<file path="config.mk">
export PLATFORM = sky130hd
export DESIGN_NAME = uart_rx
export DESIGN_NICKNAME = d
export VERILOG_FILES = /design/src/rtl/uart_pkg.sv /design/src/rtl/uart_rx_sync.sv /design/src/rtl/uart_rx.sv
export SDC_FILE = /design/constraint.sdc
export NUM_CORES = 1
export LEC_CHECK = 0
export ABC_AREA = 0
export CAP_MARGIN = 0
export CORE_AREA = 10 10 66 68
export CTS_BUF_LIST = sky130_fd_sc_hd__clkbuf_8
export DETAILED_ROUTE_END_ITERATION = 7
export DIE_AREA = 0 0 76 78
export DONT_BUFFER_PORTS = 1
export HOLD_SLACK_MARGIN = 0.15
export PLACE_DENSITY = 0.77
export REMOVE_ABC_BUFFERS = 1
export SLEW_MARGIN = 15
export SYNTH_ARGS = -nofsm -noshare
export SYNTH_HDL_FRONTEND = slang
export SYNTH_SLANG_ARGS = --single-unit
</file>
<file path="constraint.sdc">
create_clock -name clk -period 3.4 [get_ports clk]
set_input_delay 0.51 -clock clk [delete_from_list [all_inputs] [get_ports clk]]
set_output_delay 0.51 -clock clk [all_outputs]
set_load 0.01 [all_outputs]
</file>
<file path="src/rtl/uart_pkg.sv">
// Shared UART definitions: receiver state encoding, default frame geometry,
// mid-bit sample positions and the 2-of-3 majority helper.
package uart_pkg;

    typedef enum logic [2:0] {
        IDLE    = 3'd0,
        START   = 3'd1,
        DATA    = 3'd2,
        STOP    = 3'd3,
        WAIT_HI = 3'd4
    } state_t;

    // Defaults shared by the baud generator, transmitter and receiver.
    localparam int DBIT_DEF = 8;
    localparam int OS_DEF   = 16;

    // First and last of the three mid-bit sample positions.
    localparam int MID_LO = OS_DEF / 2 - 1;
    localparam int MID_HI = OS_DEF / 2 + 1;

    // Same positions for a non-default oversampling ratio.
    function automatic int mid_lo(input int os);
        return os / 2 - 1;
    endfunction

    function automatic int mid_hi(input int os);
        return os / 2 + 1;
    endfunction

    function automatic logic maj3(input logic a, input logic b, input logic c);
        return (a & b) | (a & c) | (b & c);
    endfunction

endpackage

</file>
<file path="src/rtl/uart_rx_sync.sv">
// Input synchroniser for the asynchronous rx line plus the three-sample
// register that feeds the majority vote.
module uart_rx_sync
    import uart_pkg::*;
#(
    parameter int SYNC_STAGES = 2
) (
    input  logic clk,
    input  logic reset,
    input  logic rx,
    input  logic sample_en,
    output logic rx_s,
    output logic vote_now,
    output logic vote
);

    logic [SYNC_STAGES-1:0] sync_reg;
    logic [2:0]             samp_reg;

    // Flop chain; resets to the idle (high) line level so no false start bit.
    always_ff @(posedge clk) begin
        if (reset) begin
            sync_reg <= '1;
        end else begin
            sync_reg <= {sync_reg[SYNC_STAGES-2:0], rx};
        end
    end

    assign rx_s = sync_reg[SYNC_STAGES-1];

    // Capture rx_s on each of the three mid-bit sample ticks.
    always_ff @(posedge clk) begin
        if (reset) begin
            samp_reg <= 3'b111;
        end else if (sample_en) begin
            samp_reg <= {samp_reg[1:0], rx_s};
        end
    end

    // On the last sample tick the third sample is still rx_s itself, so
    // START/STOP decide from two stored samples plus the live one.
    assign vote_now = maj3(samp_reg[1], samp_reg[0], rx_s);
    // After the window all three samples are stored.
    assign vote     = maj3(samp_reg[2], samp_reg[1], samp_reg[0]);

endmodule

</file>
<file path="src/rtl/uart_rx.sv">
// 8N1 UART receiver driven by an oversampled baud tick. Writes good bytes
// into the RX FIFO and flags framing errors, breaks and overruns.
module uart_rx
    import uart_pkg::*;
#(
    parameter int DBIT        = DBIT_DEF,
    parameter int OS          = OS_DEF,
    parameter int SYNC_STAGES = 2
) (
    input  logic            clk,
    input  logic            reset,
    input  logic            b_tick,
    input  logic            rx,
    input  logic            rx_full,
    input  logic            err_clr,
    output logic [DBIT-1:0] rx_data,
    output logic            rx_valid,
    output logic            frame_err,
    output logic            brk,
    output logic            overrun,
    output logic            busy
);

    localparam int CW = $clog2(OS);
    localparam int NW = (DBIT > 1) ? $clog2(DBIT) : 1;

    localparam logic [CW-1:0] S_LO   = CW'(mid_lo(OS));
    localparam logic [CW-1:0] S_HI   = CW'(mid_hi(OS));
    localparam logic [CW-1:0] S_END  = CW'(OS - 1);
    localparam logic [NW-1:0] N_LAST = NW'(DBIT - 1);

    state_t          state_reg, state_next;
    logic [CW-1:0]   s_cnt_reg, s_cnt_next;
    logic [NW-1:0]   n_reg, n_next;
    logic [DBIT-1:0] shreg_reg, shreg_next;
    logic [DBIT-1:0] data_reg, data_next;
    logic            valid_reg, valid_next;
    logic            ferr_reg, ferr_next;
    logic            brk_reg, brk_next;
    logic            ovr_reg, ovr_next;
    logic            ovr_set;

    logic            rx_s;
    logic            vote_now;
    logic            vote;
    logic            sample_en;

    assign sample_en = b_tick && (s_cnt_reg >= S_LO) && (s_cnt_reg <= S_HI);

    uart_rx_sync #(
        .SYNC_STAGES (SYNC_STAGES)
    ) u_sync (
        .clk       (clk),
        .reset     (reset),
        .rx        (rx),
        .sample_en (sample_en),
        .rx_s      (rx_s),
        .vote_now  (vote_now),
        .vote      (vote)
    );

    // State, counters, shift register and registered outputs.
    always_ff @(posedge clk) begin
        if (reset) begin
            state_reg <= IDLE;
            s_cnt_reg <= '0;
            n_reg     <= '0;
            shreg_reg <= '0;
            data_reg  <= '0;
            valid_reg <= 1'b0;
            ferr_reg  <= 1'b0;
            brk_reg   <= 1'b0;
            ovr_reg   <= 1'b0;
        end else begin
            state_reg <= state_next;
            s_cnt_reg <= s_cnt_next;
            n_reg     <= n_next;
            shreg_reg <= shreg_next;
            data_reg  <= data_next;
            valid_reg <= valid_next;
            ferr_reg  <= ferr_next;
            brk_reg   <= brk_next;
            ovr_reg   <= ovr_next;
        end
    end

    // Frame FSM; everything advances only on b_tick, pulses default low.
    always_comb begin
        state_next = state_reg;
        s_cnt_next = s_cnt_reg;
        n_next     = n_reg;
        shreg_next = shreg_reg;
        data_next  = data_reg;
        valid_next = 1'b0;
        ferr_next  = 1'b0;
        brk_next   = 1'b0;
        ovr_set    = 1'b0;

        if (b_tick) begin
            s_cnt_next = s_cnt_reg + 1'b1;
            case (state_reg)
                IDLE: begin
                    s_cnt_next = '0;
                    if (!rx_s) begin
                        state_next = START;
                    end
                end
                START: begin
                    if (s_cnt_reg == S_HI && vote_now) begin
                        // Start bit did not hold low through its centre.
                        state_next = IDLE;
                        s_cnt_next = '0;
                    end else if (s_cnt_reg == S_END) begin
                        state_next = DATA;
                        s_cnt_next = '0;
                        n_next     = '0;
                    end
                end
                DATA: begin
                    if (s_cnt_reg == S_END) begin
                        s_cnt_next = '0;
                        shreg_next = {vote, shreg_reg[DBIT-1:1]};
                        n_next     = n_reg + 1'b1;
                        if (n_reg == N_LAST) begin
                            state_next = STOP;
                        end
                    end
                end
                STOP: begin
                    // Decide at the stop-bit centre so back-to-back frames
                    // keep half a bit of slack.
                    if (s_cnt_reg == S_HI) begin
                        s_cnt_next = '0;
                        if (vote_now) begin
                            state_next = IDLE;
                            if (rx_full) begin
                                ovr_set = 1'b1;
                            end else begin
                                data_next  = shreg_reg;
                                valid_next = 1'b1;
                            end
                        end else begin
                            ferr_next  = 1'b1;
                            brk_next   = (shreg_reg == '0);
                            state_next = WAIT_HI;
                        end
                    end
                end
                WAIT_HI: begin
                    // Stay out of IDLE until the line recovers, otherwise a
                    // held-low line would restart a frame every bit time.
                    s_cnt_next = '0;
                    if (rx_s) begin
                        state_next = IDLE;
                    end
                end
                default: begin
                    state_next = IDLE;
                    s_cnt_next = '0;
                end
            endcase
        end

        // Sticky overrun: a new drop outranks a simultaneous clear.
        ovr_next = ovr_set | (ovr_reg & ~err_clr);
    end

    assign rx_data   = data_reg;
    assign rx_valid  = valid_reg;
    assign frame_err = ferr_reg;
    assign brk       = brk_reg;
    assign overrun   = ovr_reg;
    assign busy      = (state_reg != IDLE);

endmodule

</file>
==> qor.csv, run 1 <==
metric,value,unit
outcome,"complete, no violations",
Critical Path Source Type,register,
Synth area leaders,"dfxtp_1, mux2i_1, nor2_1",
fin crit share,58.7,%
crit path from,s_cnt_reg[1],
CTS sink cnt,35,
Synth Area in Simple Gates,26.1,%
clock slew at reported path FFs,70,ps
DR iter-0 viols,76,
syn_area_per_cell,9.11,um^2
cell taking the most area after synthesis,dfxtp_1,
post-synthesis xor/xnor area fraction,0.537,%
Die Area,5930,um^2
clk buf depth,2,
ys async rst share,0,%
Clock Tree Root,clkbuf_8,
Post-Route Skew,4.97,ps
Critical Path Fanout Max,6,
WL/cell,14.5,um
Hold Fails Final Rpt,0,
R2R Path Start,s_cnt_reg[1],
min Tclk post-route,2000,ps
Synth cell types,42,
initial antenna violation count,0,
CTS tree,done,
post-synthesis mux area share,11.9,%
Leakage,0.712,nW
pwr/cell area,458,nW/um^2
area grow syn2layout,7.60,%
GR Overflow Total,0,
Synth Area in Compound Gates,9.75,%
worst skew pair latency,280,ps
"commonest non-fill, non-tap cell in the layout",dfxtp_1,
CP Cell Sequence,"inv_1, ha_1, and3b_1, or3_1, nand3_2, mux2_2",
top_reg_cell synth,dfxtp_1,
WP buf/inv,1,
sequential cell area fraction in the yosys report,43.0,%
Slew headroom,65.4,%
DRC,0,
RSZ-0062 raised after global routing,no,
Ports,19,
n_diodes,0,
global-route usage over all layers,11.2,%
Mapped Area,1630,um^2
drt total wl,3250,um
Max Cap Violations,0,
Top delay family on crit path,simple AND/OR/NAND/NOR gates,
Hold Worst Slack,286,ps
Critical Path Sink Type,register,
Design Power,0.804,mW
"commonest non-fill, non-tap cells in the layout","dfxtp_1, nor2_1, mux2i_1",
DP Cell Count,216,
post-synth top area share,43.0,%
core box area,3180,um^2
Die W,76,um
port buffer count,0,
# nets final,189,
"slowest stage delay, CP",420,ps
vias in the first global route,1224,
number of H-tree levels,2,
ANT nets after route,0,
Critical Path RT,3580,ps
Crit Path Class,register to register,
Die Y,78,um
hold bufs inserted after CTS,0,
critical path's slowest cell,or3_1,
DRT Pass-1 Iters,4,
Starting Density,51.3,%
Resize count post-CTS,0,
Worst Max-Slew Pin Slew,518,ps
Post-CTS Setup Repair Bufs,0,
largest net degree at the start of global routing,38,
Seq cells post-synth,35,
final std cells w/o fill,224,
Hold Crit Start,reset,
Synth Area in Adders,5.22,%
gp weighted congestion,0.915,
worst path arrival time,2170,ps
Ys Warns,0,
drt via density,5.54,
"Slew Viols, Final",0,
Worst Hold Class,input pin to register,
VDD IR-drop max,0.386,mV
# rows,21,
layout cell share with drive strength beyond 1,9.55,%
Syn Inst Count,179,
"EDFF count, synth",0,
post-DP HPWL,2350,um
Setup-failing EPs final,0,
setup tns final,0,ps
f_max,501,MHz
largest family of logic cells by synthesized area,simple AND/OR/NAND/NOR gates,
Num CTS Buffers,5,
via count,1240,
first-pass GRT wire length,5510,um
==> stage by stage <==
| stage | instance area, um^2 | utilization (%) | worst slack (ps) |
|---|---|---|---|
| detailed placement | 1640 | 51.6 | 1420 |
| CTS | 1750 | 55.2 | 1420 |
| floorplan | 1580 | - | 1580 |
| global route | 1750 | 55.2 | 1320 |
| global placement | 1640 | 51.6 | 1480 |
| finish | 1750 | 55.2 | 1400 |
==> metal layers <==
metal / GRT usage [%] / part of all wire, % / wire [um]
met4: 6.06 / 1.6 / 51
met2: 18.7 / 50 / 1620
met3: 4.49 / 5.7 / 184
met1: 12.0 / 43 / 1390
met5: 0 / 0 / 0
==> logic make-up after synthesis <==
family,after synthesis
fa+ha+maj,7
mux,19
buf+inv,12
compound gates,23
flops,35
simple gates,82
xor+xnor,1
==> cell usage after synthesis (all sizes together) (2+ instances only) <==
master  instances
dfxtp          35
nor2           30
mux2i          16
nand2          12
a21oi           7
nand3           7
clkbuf          6
ha              6
nand2b          5
nor3            5
nor2b           4
nor4            4
buf             3
inv             3
mux2            3
nand3b          3
or3             3
a211oi          2
a22o            2
and2            2
o21ai           2
o221ai          2
or2             2
or2b            2
==> final timing paths <==
path | to | slack [ps] | cells after the start
worst max-delay path | state_reg[0] | 1400 | 6
worst min-delay path | rx_data[3] | 290 | 1
worst max register to register | state_reg[0] | 1400 | 6
worst min register to register | u_sync.sync_reg[1] | 410 | 1
==> power breakdown <==
part | internal (mW) | switching [mW]
Combinational | 0.0100 | 0.0114
Clock | 0.218 | 0.149
Sequential | 0.412 | 0.00360
Total | 0.640 | 0.164
==> worst register-to-register path: cells and delay by family, from the launching register on <==
kind | cells | cell delay, ps
adder cells (fa/ha/maj) | 1 | 220
buffers and inverters | 1 | 90
flip-flops | 1 | 410
multiplexers | 1 | 340
AND/OR/NAND/NOR | 3 | 820
==> cell type report <==
class	count	area, um^2
sequential	35	701
clock buffer	5	68.8
clock inverter	3	43.8
fill	279	1430
multi-input combinational	132	872
inverter	3	11.3
tap	46	57.6
Power figures use the tool's default switching activity.
==> run 2: changes to the inputs <==
==> constraint.sdc (replaced) <==
create_clock -name clk -period 1.9 [get_ports clk]
set_input_delay 0.285 -clock clk [delete_from_list [all_inputs] [get_ports clk]]
set_output_delay 0.285 -clock clk [all_outputs]
set_load 0.01 [all_outputs]
==> qor.csv, run 2 (synthesis results as in run 1) <==
metric,value,unit
Critical Path RT,2080,ps
DR iter-0 viols,75,
Reg2Reg Setup Slack,10,ps
number of H-tree levels,2,
clock slew at reported path FFs,70,ps
Critical Path Source Type,register,
critical path's slowest cell,mux2_2,
"Slew Viols, Final",0,
Slew headroom,76.2,%
port buffer count,0,
final std cells w/o fill,239,
Leakage,0.789,nW
Die W,76,um
crit path from,s_cnt_reg[1],
first-pass GRT wire length,5800,um
layout cell share with drive strength beyond 1,19.2,%
Reg2Reg Capture Point,state_reg[2],
Max Cap Violations,0,
register area,703,um^2
FF-to-FF path depth,7,
Ports,19,
Design Power,1.47,mW
global-route usage over all layers,11.7,%
pre-CTS setup slack,-67.3,ps
CTS sink cnt,35,
# nets final,204,
drt via density,5.42,
n_diodes,0,
core box area,3180,um^2
hold path cells,1,
CP Cell Sequence,"buf_4, ha_1, and3_1, a211oi_2, a2bb2oi_1, nand3_2, mux2_2",
Util after Layout,60.9,%
GR Overflow Total,0,
fin crit share,99.3,%
Crit Path Class,register to register,
CTS tree,done,
Clock Tree Root,clkbuf_8,
Worst Max-Slew Pin Slew,357,ps
Hold Fails Final Rpt,0,
via count,1295,
WL/cell,15.0,um
DRC,0,
Setup-failing EPs final,0,
clk buf depth,2,
WP buf/inv,1,
DP Cell Count,225,
# rows,21,
area grow syn2layout,18.7,%
ANT nets after route,0,
Num CTS Buffers,5,
multi-input combinational cell area,918,um^2
Crit path depth,7,
Critical Path Sink Type,register,
largest net degree at the start of global routing,38,
"commonest non-fill, non-tap cell in the layout",dfxtp_1,
worst path arrival time,2060,ps
Worst Hold Class,input pin to register,
Die Area,5930,um^2
outcome,"complete, no violations",
VDD IR-drop max,0.538,mV
Post-Route Skew,5.57,ps
Starting Density,51.3,%
DRT Pass-1 Iters,4,
vias in the first global route,1263,
initial antenna violation count,0,
pwr/cell area,760,nW/um^2
drt total wl,3600,um
Setup WS post-layout,13.8,ps
Critical Path Fanout Max,5,
"commonest non-fill, non-tap cells in the layout","dfxtp_1, nor2_1, mux2i_1",
Die Y,78,um
worst skew pair latency,280,ps
Top delay family on crit path,simple AND/OR/NAND/NOR gates,
post-DP HPWL,2550,um
hold bufs inserted after CTS,4,
gp weighted congestion,0.908,
R2R Path Start,s_cnt_reg[1],
worst setup path end,state_reg[2],
"slowest stage delay, CP",340,ps
min Tclk post-route,1890,ps
RSZ-0062 raised after global routing,yes,
fill cell count,278,
f_max,530,MHz
run 2: worst reg2reg max path: cells and delay by family (launching register included):
kind | cells | cell delay, ps
AOI/OAI and AO/OA | 2 | 340
adders and majority gates | 1 | 240
buffers and inverters | 1 | 150
DFF | 1 | 320
muxes | 1 | 340
and+or+nand+nor | 2 | 390
run 2: cell type report:
cell class,count,area share (%)
Timing Repair Buffer,14,6.59
Inverter,3,0.582
Clock buffer,6,4.27
Tap cell,46,2.97
Clock inverter,2,1.81
Multi-Input combinational cell,133,47.4
Sequential cell,35,36.3
run 2: power breakdown:
part / leakage [nW] / internal (mW) / switching, mW
Sequential: 0.284 / 0.738 / 0.00564
Combinational: 0.444 / 0.0264 / 0.0253
Clock: 0.0612 / 0.424 / 0.252
run 2: layer usage:
metal	track usage (%)	vias up	share of wire (%)
li1	-	653	-
met1	12.8	614	41
met2	20.1	22	53
met3	4.49	6	5.0
met4	4.92	0	1.4
met5	0	-	0
run 2: through the flow:
step	setup TNS (ps)	hold slack [ps]	instance area [um^2]
5_1_grt	-214	49.6	1940
3_5_place_dp	-177	361	1720
3_3_place_gp	0	360	1720
4_1_cts	-5.21	53.2	1900
6_report	0	66.0	1940
2_1_floorplan	0	354	1580
run 2: worst min path at each step:
stage                from            to  slack (ps)
global placement    reset  s_cnt_reg[3]         360
floorplan           reset  s_cnt_reg[0]         350
global route        reset  shreg_reg[0]          50
detailed placement  reset  s_cnt_reg[2]         360
finish              reset    rx_data[5]          70
CTS                 reset  s_cnt_reg[2]          50
run 2: what timing repair did:
item	4_1_cts	5_1_grt
buffers inserted	0	1
endpoints found under the setup margin	8	14
pin swaps	2	1
resized for setup	4	7
gates cloned	1	0
endpoints found under the hold margin	29	26
==> run 3: changes to the inputs <==
--- a/config.mk
+++ b/config.mk
@@ -6,16 +6,17 @@
 export NUM_CORES = 1
 export LEC_CHECK = 0
 export ABC_AREA = 0
-export CAP_MARGIN = 0
-export CORE_AREA = 10 10 66 68
+export CAP_MARGIN = 10
+export CORE_AREA = 10 10 67 69
 export CTS_BUF_LIST = sky130_fd_sc_hd__clkbuf_8
 export DETAILED_ROUTE_END_ITERATION = 7
-export DIE_AREA = 0 0 76 78
+export DIE_AREA = 0 0 77 79
 export DONT_BUFFER_PORTS = 1
 export HOLD_SLACK_MARGIN = 0.15
-export PLACE_DENSITY = 0.77
+export PLACE_DENSITY = 0.78
 export REMOVE_ABC_BUFFERS = 1
 export SLEW_MARGIN = 15
 export SYNTH_ARGS = -nofsm -noshare
 export SYNTH_HDL_FRONTEND = slang
+export SYNTH_HIERARCHICAL = 1
 export SYNTH_SLANG_ARGS = --single-unit
==> qor.csv, run 3 <==
metric,value,unit
outcome,"complete, no violations",
clock network fraction of total power,38.4,%
GR met1 Demand/Resource,13.9,%
drt via density,5.86,
Commonest cells post-synth,"dfxtp_1, nor2_1, mux2i_1, a21oi_1, inv_1",
DRT Pass-1 Iters,4,
worst skew pair latency,280,ps
area grow syn2layout,9.77,%
post-synth top area share,40.8,%
pwr/cell area,686,nW/um^2
CTS tree,done,
Num CTS Buffers,5,
RSZ-0062 raised after global routing,no,
min Tclk post-route,1810,ps
first-pass GRT wire length,6310,um
switching power total,0.288,mW
WP buf/inv,0,
# rows,21,
Hold Fails Final Rpt,0,
global-route usage over all layers,12.6,%
Die W,77,um
clk buf depth,2,
critical path's slowest cell,dfxtp_1,
Synth cell types,51,
Worst Max-Slew Pin Slew,1070,ps
Setup-failing EPs final,0,
WL/cell,16.4,um
fin crit share,95.4,%
cell taking the most area after synthesis,dfxtp_1,
Leakage,0.670,nW
sequential cell area fraction in the yosys report,40.8,%
Post-CTS Setup Repair Bufs,0,
DRC,0,
Critical Path Source Type,register,
Hold EP,s_cnt_reg[3],
"commonest non-fill, non-tap cell in the layout",dfxtp_1,
DR iter-0 viols,141,
clock slew at reported path FFs,70,ps
f_max,552,MHz
Power Internal,1.00,mW
Die Y,79,um
CP Cell Sequence,"ha_2, and3b_2, a2111oi_4, or3_1, o221a_1",
core box area,3230,um^2
Clock Tree Root,clkbuf_8,
FF-to-FF path depth,5,
top_reg_cell synth,dfxtp_1,
VDD IR-drop max,0.569,mV
ANT nets after route,0,
largest net degree at the start of global routing,30,
setup tns final,0,ps
grt met3 use,5.52,%
sequential fraction of design power,57.5,%
# nets final,196,
post-DP HPWL,2530,um
ys async rst share,0,%
Ports,19,
Worst Hold Class,input pin to register,
Crit Path Class,register to register,
Slew headroom,28.3,%
gp weighted congestion,0.936,
Hold Crit Start,b_tick,
CTS sink cnt,35,
"commonest non-fill, non-tap cells in the layout","dfxtp_1, nor2_1, mux2i_1",
gr busiest metal,met2,
placed cell area,1740,um^2
met2 usage,21.3,%
Die Area,6080,um^2
Critical Path Sink Type,register,
Reg2Reg Setup Slack,90,ps
post-layout instance area,1880,um^2
syn_area_per_cell,9.48,um^2
pre-CTS setup slack,50.2,ps
Starting Density,53.1,%
n_diodes,0,
R2R Path Start,s_cnt_reg[0],
Critical Path Fanout Max,5,
Seq cells post-synth,35,
GR Overflow Total,0,
DP Cell Count,220,
"Slew Viols, Final",0,
Setup WS post-layout,87.7,ps
worst path arrival time,1990,ps
top-count cell post-synth,dfxtp_1,
drt total wl,3790,um
via count,1354,
final std cells w/o fill,231,
vias in the first global route,1306,
Reg2Reg Capture Point,state_reg[1],
Critical Path RT,2080,ps
Design Power,1.29,mW
hold path cells,2,
"EDFF count, synth",0,
Max Cap Violations,0,
Post-Route Skew,5.99,ps
Gate power share,4.0,%
Synth area leaders,"dfxtp_1, mux2i_1, nor2_1",
port buffer count,0,
Mapped Area,1720,um^2
"slowest stage delay, CP",410,ps
layout cell share with drive strength beyond 1,12.4,%
number of H-tree levels,2,
Net Sw Frac,22.3,%
initial antenna violation count,0,
Syn Inst Count,181,
Ys Warns,6,
Top delay family on crit path,simple AND/OR/NAND/NOR gates,
## run 3: cell count changes after synthesis, sizes merged, moves of 4 or more
| cell | delta |
|---|---|
| buf | +4 |
| inv | +4 |
| nand3 | -4 |
| nand2 | -7 |
## run 3: final cells by class
type / instances / area (um^2)
clock buffers: 5 / 68.8
clock inverters: 3 / 12.5
fillers: 277 / 1350
inverters: 7 / 26.3
multi-input cells: 127 / 932
flip-flops and latches: 35 / 702
well taps: 46 / 57.6
repair buffers: 8 / 83.8
## run 3: power by group through the flow
stage	logic, mW	registers (mW)	clock network [mW]
after detailed placement	0.0369	0.760	0
final	0.0523	0.743	0.497
after global placement	0.0348	0.759	0
after global routing	0.0572	0.743	0.536
after CTS	0.0507	0.743	0.509
after floorplan	0.0282	0.758	0
## run 3: through the flow
step | hold slack (ps) | utilization, %
finish | 166 | 58.3
global route | 168 | 58.3
CTS | 165 | 57.4
detailed placement | 363 | 54.0
global placement | 361 | 54.0
floorplan | 354 | -
## run 3: cells by family after synthesis
logic type	Yosys count	synth area share [%]
adders and majority gates	8	5.54
AOI/OAI and AO/OA	30	13.8
buffers and inverters	19	6.13
and+or+nand+nor	73	24.4
muxes	16	9.34
DFF	35	40.8
## run 3: repair_timing
item / in CTS / in global routing
endpoints found under the hold margin: 29 / 0
hold buffers: 3 / 0
setup endpoints to repair: 0 / 19
resized for setup: 0 / 8
## run 3: worst max-delay path by stage
stage,slack (ps),to,start,depth (start not counted)
after detailed placement,50,state_reg[1],s_cnt_reg[1],6
after global routing,7,state_reg[1],s_cnt_reg[0],5
after global placement,120,state_reg[1],u_sync/samp_reg[1],5
after floorplan,-180,rx_data[0],s_cnt_reg[1],6
final,90,state_reg[1],s_cnt_reg[0],5
after CTS,10,s_cnt_reg[3],s_cnt_reg[1],7
## run 3: routing by layer
| metal | vias up | part of all wire (%) |
|---|---|---|
| li1 | 649 | - |
| met1 | 661 | 41 |
| met2 | 35 | 50 |
| met3 | 9 | 7.5 |
| met4 | 0 | 1.5 |
| met5 | - | 0 |
